File: src/rtl/ram_port_arb.sv
// Round-robin arbiter that shares one RAM port among N requesters. It has a bounded
// per-requester burst lock, a registered command stage and fixed-latency read return.
module ram_port_arb #(
    parameter int ADDR_WIDTH = 16,
    parameter int DATA_WIDTH = 16,
    parameter int N          = 4,
    parameter int MAX_BURST  = 8
) (
    input  logic                    clk,
    input  logic                    rst,
    input  logic [N-1:0]            req,
    input  logic [N-1:0]            we,
    input  logic [N*ADDR_WIDTH-1:0] addr,
    input  logic [N*DATA_WIDTH-1:0] wdata,
    input  logic [N-1:0]            lock,
    output logic [N-1:0]            gnt,
    output logic [N-1:0]            rvalid,
    output logic [DATA_WIDTH-1:0]   rdata,
    output logic [ADDR_WIDTH-1:0]   ram_a,
    output logic [DATA_WIDTH-1:0]   ram_d,
    output logic                    ram_w,
    input  logic [DATA_WIDTH-1:0]   ram_q
);

    localparam int IW = (N > 1) ? $clog2(N) : 1;
    localparam int CW = IW + 1;

    logic [IW-1:0]         ptr;
    logic [IW-1:0]         owner;
    logic [7:0]            burst_cnt;

    logic                  gnt_any;
    logic [IW-1:0]         gnt_idx;
    logic [CW-1:0]         cand;

    logic [7:0]            run_len;
    logic [IW-1:0]         ptr_next;
    logic [7:0]            cnt_next;

    logic                  sel_we;
    logic [ADDR_WIDTH-1:0] sel_addr;
    logic [DATA_WIDTH-1:0] sel_wdata;

    logic                  rd_v1;
    logic                  rd_v2;
    logic [IW-1:0]         rd_tag1;
    logic [IW-1:0]         rd_tag2;

    // Scan from ptr upward with wrap-around; the first requester found wins.
    always_comb begin
        gnt_any = 1'b0;
        gnt_idx = '0;
        cand    = '0;
        for (int unsigned k = 0; k < N; k++) begin
            cand = {1'b0, ptr} + CW'(k);
            if (cand >= CW'(N)) begin
                cand = cand - CW'(N);
            end
            if (rst && !gnt_any && req[cand[IW-1:0]]) begin
                gnt_any = 1'b1;
                gnt_idx = cand[IW-1:0];
            end
        end
    end

    always_comb begin
        gnt          = '0;
        gnt[gnt_idx] = gnt_any;
    end

    always_comb begin
        sel_we    = we[gnt_idx];
        sel_addr  = addr[gnt_idx*ADDR_WIDTH +: ADDR_WIDTH];
        sel_wdata = wdata[gnt_idx*DATA_WIDTH +: DATA_WIDTH];
    end

    // A grant to a new owner counts its burst from zero, not from the old owner's count.
    always_comb begin
        run_len  = (gnt_idx == owner) ? burst_cnt : '0;
        ptr_next = ptr;
        cnt_next = burst_cnt;
        if (gnt_any) begin
            if (lock[gnt_idx] && (({1'b0, run_len} + 9'd1) < 9'(MAX_BURST))) begin
                ptr_next = gnt_idx;
                cnt_next = run_len + 8'd1;
            end else begin
                ptr_next = (gnt_idx == IW'(N - 1)) ? '0 : gnt_idx + IW'(1);
                cnt_next = '0;
            end
        end
    end

    always_ff @(posedge clk or negedge rst) begin
        if (!rst) begin
            ptr       <= '0;
            owner     <= '0;
            burst_cnt <= '0;
            ram_a     <= '0;
            ram_d     <= '0;
            ram_w     <= 1'b0;
            rd_v1     <= 1'b0;
            rd_v2     <= 1'b0;
            rd_tag1   <= '0;
            rd_tag2   <= '0;
        end else begin
            ptr       <= ptr_next;
            burst_cnt <= cnt_next;
            ram_w     <= gnt_any && sel_we;
            rd_v1     <= gnt_any && !sel_we;
            rd_v2     <= rd_v1;
            rd_tag2   <= rd_tag1;
            if (gnt_any) begin
                owner   <= gnt_idx;
                rd_tag1 <= gnt_idx;
                ram_a   <= sel_addr;
                ram_d   <= sel_wdata;
            end
        end
    end

    // The RAM output register supplies the second cycle of read latency, so rdata is a pass-through.
    always_comb begin
        rvalid          = '0;
        rvalid[rd_tag2] = rd_v2;
    end

    assign rdata = ram_q;

endmodule
File: config.mk
export PLATFORM = sky130hd
export DESIGN_NAME = ram_port_arb
export DESIGN_NICKNAME = d
export VERILOG_FILES = /design/src/rtl/ram_port_arb.sv
export SDC_FILE = /design/constraint.sdc
export NUM_CORES = 1
export LEC_CHECK = 0
export ABC_AREA = 0
export CAP_MARGIN = 20
export CORE_MARGIN = 3
export CORE_UTILIZATION = 40
export DETAILED_ROUTE_END_ITERATION = 8
export GPL_ROUTABILITY_DRIVEN = 0
export PLACE_DENSITY_LB_ADDON = 0.05
export SKIP_CTS_REPAIR_TIMING = 1
export SYNTH_ARGS = -nofsm -noshare
export SYNTH_HDL_FRONTEND = slang
export SYNTH_SLANG_ARGS = --single-unit
File: constraint.sdc
create_clock -name clk -period 5.6 [get_ports clk]
set_input_delay 1.4 -clock clk [delete_from_list [all_inputs] [get_ports clk]]
set_output_delay 1.4 -clock clk [all_outputs]
set_load 0.02 [all_outputs]
== Word level (Yosys, flattened, before mapping) ==
Index checks and enable logic that the tools add are counted.
Storage, ports and cells
  bits in registers: 49
  word-level logic and storage cells: 86
  output and inout port bits: 57
  input port bits: 158
Cells by class
  add/sub/neg operators: 10
  muxes and demuxes: 32
  $lt $le $gt $ge: 13
  eq/ne operators: 2
  shift-type cells: 2
  bitwise operators: 2
  reduce and logical (&&, ||, !) cells: 16
Operator list (number)
  $shiftx 64x7->16: 2
  $mux 2: 10
  $lt 2x3->1 const B: 6
  $mux 8: 2
  $bmux 1 s2: 6
  $logic_and 1x1->1: 12
  $mux 1: 12
  $add 8x1->9 const B: 1
  $ge 3x3->1 const B: 3
  $lt 9x4->1 const B: 1
  $add 8x1->8 const B: 1
  $and 4x4->4: 2
  $sub 2x1->2 const B: 4
  $add 2x2->3 const B: 2
  $demux 1 s2: 2
  $ge 2x1->1 const B: 2
  $logic_not 1->1: 4
  $add 2x1->3 const B: 1
  $ge 2x3->1 const B: 1
  $add 2x1->2 const B: 1
  $eq 2x2->1: 1
  $eq 2x2->1 const B: 1

== Depth between registers and ports, before layout ==
Gate-level depths: netlist of the first run.
  depth in word-level cells: 24
  depth in mapped cells: 14
  mapped depth without buffers: 12

== Least setup slack after synthesis of the first run ==
Ideal clock, no wire load.
  path type: input-to-output
  start: input port req[0]
  end: output port gnt[3]
  required time: 4.200 ns
  stages: 9
  buffers on the path: 2
  setup slack: 0.922 ns
  data arrival time: 3.278 ns
  cells stage by stage: buf_2 or3b_4 a2111o_1 a21oi_1 o21ai_2 inv_6 buf_12 ha_1 and2_1
On the way
  longest elaborated chain between the ends: 21
  elaborated cells between the ends (all ways): 32
  those cells by class: order compare: 2; mux: 18; bitwise: 1; reduce/logical: 11
RTL lines
  start, declared: line 11  | input logic [N-1:0] req,
  $bmux 1 s2: line 59  | if (rst && !gnt_any && req[cand[IW-1:0]]) begin
  $mux 1 (implied by the code): line 59
  $logic_and 1x1->1: line 59
  $mux 1: line 59
  $logic_not 1->1: line 59
  $logic_and 1x1->1 (2 in series): line 59
  $mux 1: line 59
  $logic_not 1->1: line 59
  [4 not listed]
  $logic_and 1x1->1 (2 in series): line 59
  $mux 2 *: line 59
  named net gnt_idx[1]: line 33  | logic [IW-1:0] gnt_idx;
  $lt 2x3->1 (implied by the code) or $ge 2x1->1 (tied branches): line 68  | gnt[gnt_idx] = gnt_any;
  $logic_and 1x1->1 (implied by the code): line 68
  $mux 1 (implied by the code): line 68
  $demux 1 s2 *: line 68
  $and 4x4->4 (no line) *
  end, declared: line 16  | output logic [N-1:0] gnt,
Mark *: on every way through the listed nets, which the timed path passes. The rest lies on a longest branch. The select of a mux whose other input is x is not followed.

== Final worst setup path of the first run ==
  start: input port req[3]
  end: output port gnt[3]
The elaborated chain is that of the path after synthesis.

==> results of run 1 <==
[worst max-delay path: stages]
cell             delay (ns)
clkdlybuf4s50_1        0.54
buf_4                  0.17
nand3b_1               0.15
a21oi_4                0.12
or4_4                  0.57
nand3_4                0.13
inv_1                  0.08
ha_1                   0.20
and2_1                 0.14
clkdlybuf4s50_1        0.53
[cells in the final DEF (no fill, tap or decap), drive strengths merged, types with 3 or more instances in the layout]
cell           count
nor2               8
ha                 5
and2               8
clkbuf             7
o31ai              3
mux2i            102
o211ai             3
or3b               3
nand3              5
nand2             14
buf               16
dfrtp             49
nand3b             3
nor4               3
o21ai              6
nor3b              3
and3              10
clkdlybuf4s50    181
a21oi              4
o21a               3
inv                5
nand4              3
or2                3
mux2              33
[metrics by stage]
stage                     cell area, sq um  util (%)  hold slack (ns)  setup slack, ns
after global routing                  5617     62.87           0.3832          0.01319
after CTS                             5609     62.79           0.3765           0.1392
final                                 5617     62.87           0.3704           0.1652
after global placement                5525     61.85           0.3406           0.1813
after floorplan                       3754         -           0.3312           0.9217
after detailed placement              5525     61.85           0.3557           0.1634
[cells in the mapped netlist (all sizes together), types with 4 or more instances]
master	n
buf	36
ha	5
inv	5
mux2i	102
a21oi	4
and2	8
nor2	8
and3	10
nand2	14
nand3	5
mux2	33
o21ai	6
dfrtp	49
[path summary, 6_finish.rpt]
kind / cells past startpoint / slack (ns) / end / start
min in group asynchronous: 2 / 1.17 / ptr[0] / rst
max in group asynchronous: 2 / 4.04 / ram_d[15] / rst
setup / recovery: 10 / 0.17 / gnt[3] / req[3]
hold reg to reg: 0 / 0.37 / rd_v2 / rd_v1
hold / removal: 0 / 0.37 / rd_v2 / rd_v1
setup reg to reg: 12 / 1.91 / ptr[1] / ptr[0]
[cell type report]
type	count	area, sq um
Clock buffer	7	76.32
Tap cell	108	135.1
Clock inverter	1	7.507
Inverter	5	23.77
Fill cell	760	3317
Timing Repair Buffer	197	1929
Sequential cell	49	1226
Multi-Input combinational cell	247	2218
[sequential cells by signal, summed over array words and instances, names as in the netlist]
signal     flops
burst_cnt      8
ptr            2
ram_a         16
ram_d         16
ram_w          1
rd_tag1        2
rd_tag2        2
rd_v1          1
rd_v2          1
[per-layer routing]
metal	vias up	share of wire [%]	global-route usage [%]
met5	-	0	0
met4	0	0.69	3.088
met3	10	7.2	5.480
met2	134	54	35.35
met1	1516	38	23.02
li1	1572	-	-
[report_power, final]
part	total [W]	switching [W]	internal [W]
registers	0.000631	0.000119	0.000512
clock network	0.000202	0.000113	0.0000886
logic	0.00163	0.000786	0.000847
[logic make-up (layout without fill, tap and decap cells)]
logic type / count (synthesis) / count (layout) / share of synthesized area, %
flip-flops: 49 / 49 / 32.67
multiplexers: 135 / 135 / 37.10
AND/OR/NAND/NOR: 75 / 75 / 12.43
AO/OA/AOI/OAI: 32 / 32 / 7.300
adder cells (fa/ha/maj): 5 / 5 / 1.667
buffers and inverters: 43 / 210 / 8.833
==> flow_summary.toml, run 1 <==
[grt]
overflow = 0
grt_pass1_vias = 3377
grt_usage_pct = 19.36
grt_pass1_wl_microns = 16200
antenna_found_initial = 0
grt_max_degree = 38

[worst_hold_path]
hold_path.class = "flop to flop"

[floorplanning]
start_util_pct = 42.02
ios = 215
dieArea_sq_mm = 0.01058
die_y_microns = 102.9
fp.dieW_microns = 102.9
placementRows = 34
core_sq_mm = 0.008934

[synth]
syn-cell-area_sq_mm = 0.003754
synth-edff-count = 0
synth_seq_cells = 49
synthArstFlopShare_pct = 100.0
synth_top_area_share_pct = 32.67
ys.warnings.count = 0
ys_seq_area_share_pct = 32.67
synth.distinct_cells = 59
synthTopCellsByArea = "dfrtp_1 (33%), mux2i_1 (27%), mux2_2 (9.9%), buf_4 (4.8%), and3_1 (1.7%)"
synth-main-ff-cell = "dfrtp_1"
synthesis.nets = 502
synthCells = 339
avgSynthCellArea_sq_um = 11.07
yosysTopAreaCell = "dfrtp_1"

[final_layout]
finalNonFillerCells = 614
finalNetCount = 668
diodes = 0
drive_above_1_share_pct = 14.03
syn2layout_area_growth_pct = 49.63

[pwr]
total_power_w = 0.002466
power_density_mw_per_mm2 = 439.1
leakagePower_nw = 2.485
ir_drop_mv = 0.2112

[place]
placed_cells = 606
port_buffers = 182
place.detailed.hpwl_microns = 8372

[run_status]
run_status = "complete, no violations"

[timing]
max_slew_margin_pct = 56.22
finalCriticalPeriod_ns = 5.435
final-hold-violation-count = 0
tightest_slew_ns = 0.6464
finalCritPeriodShare_pct = 97.05
setup_tns_ns = 0
grt_setup_unrepaired = "false"
setup_viol = 0
fin_skew_ns = 0.003888
slew_violations = 0
fmaxAchievable_mhz = 184.0

[cts]
clkTransAtPathRegs_ns = 0.09
cts_max_level = 2
cts_made_buffers = 5
clkSinkCount = 49
cts_tree = "yes"
root_buffer = "clkbuf_8"
insertion_delay_ns = 0.29
cts.path.max_buffers = 2

[drt]
wire_per_inst_microns = 16.97
dr.pass1.iters = 5
drt_first_iter_violations = 82
drc = 0
wirelength_microns = 10420
vias = 3232
final_antenna_net_count = 0
avgViaCountPerCell = 5.264

[job]
max-cap-violations = 0

[critical_path]
crit_fanout = 10
worstPathArrival_ns = 4.03
start_kind = "input port"
path_class = "input port to primary output"
cp.required_ns = 4.20
crit_path_end_kind = "primary output"
Power figures use the tool's default switching activity.
==> run 2: changes to the inputs <==
- CAP_MARGIN: 20 -> not set
==> results of run 2 <==
Final layout, timing and power as in run 1 (identical DEF).
==> run 3: changes to the inputs <==
- CTS_CLUSTER_DIAMETER: not set -> 80
==> results of run 3 <==
Final layout, timing and power as in run 1 (identical DEF).
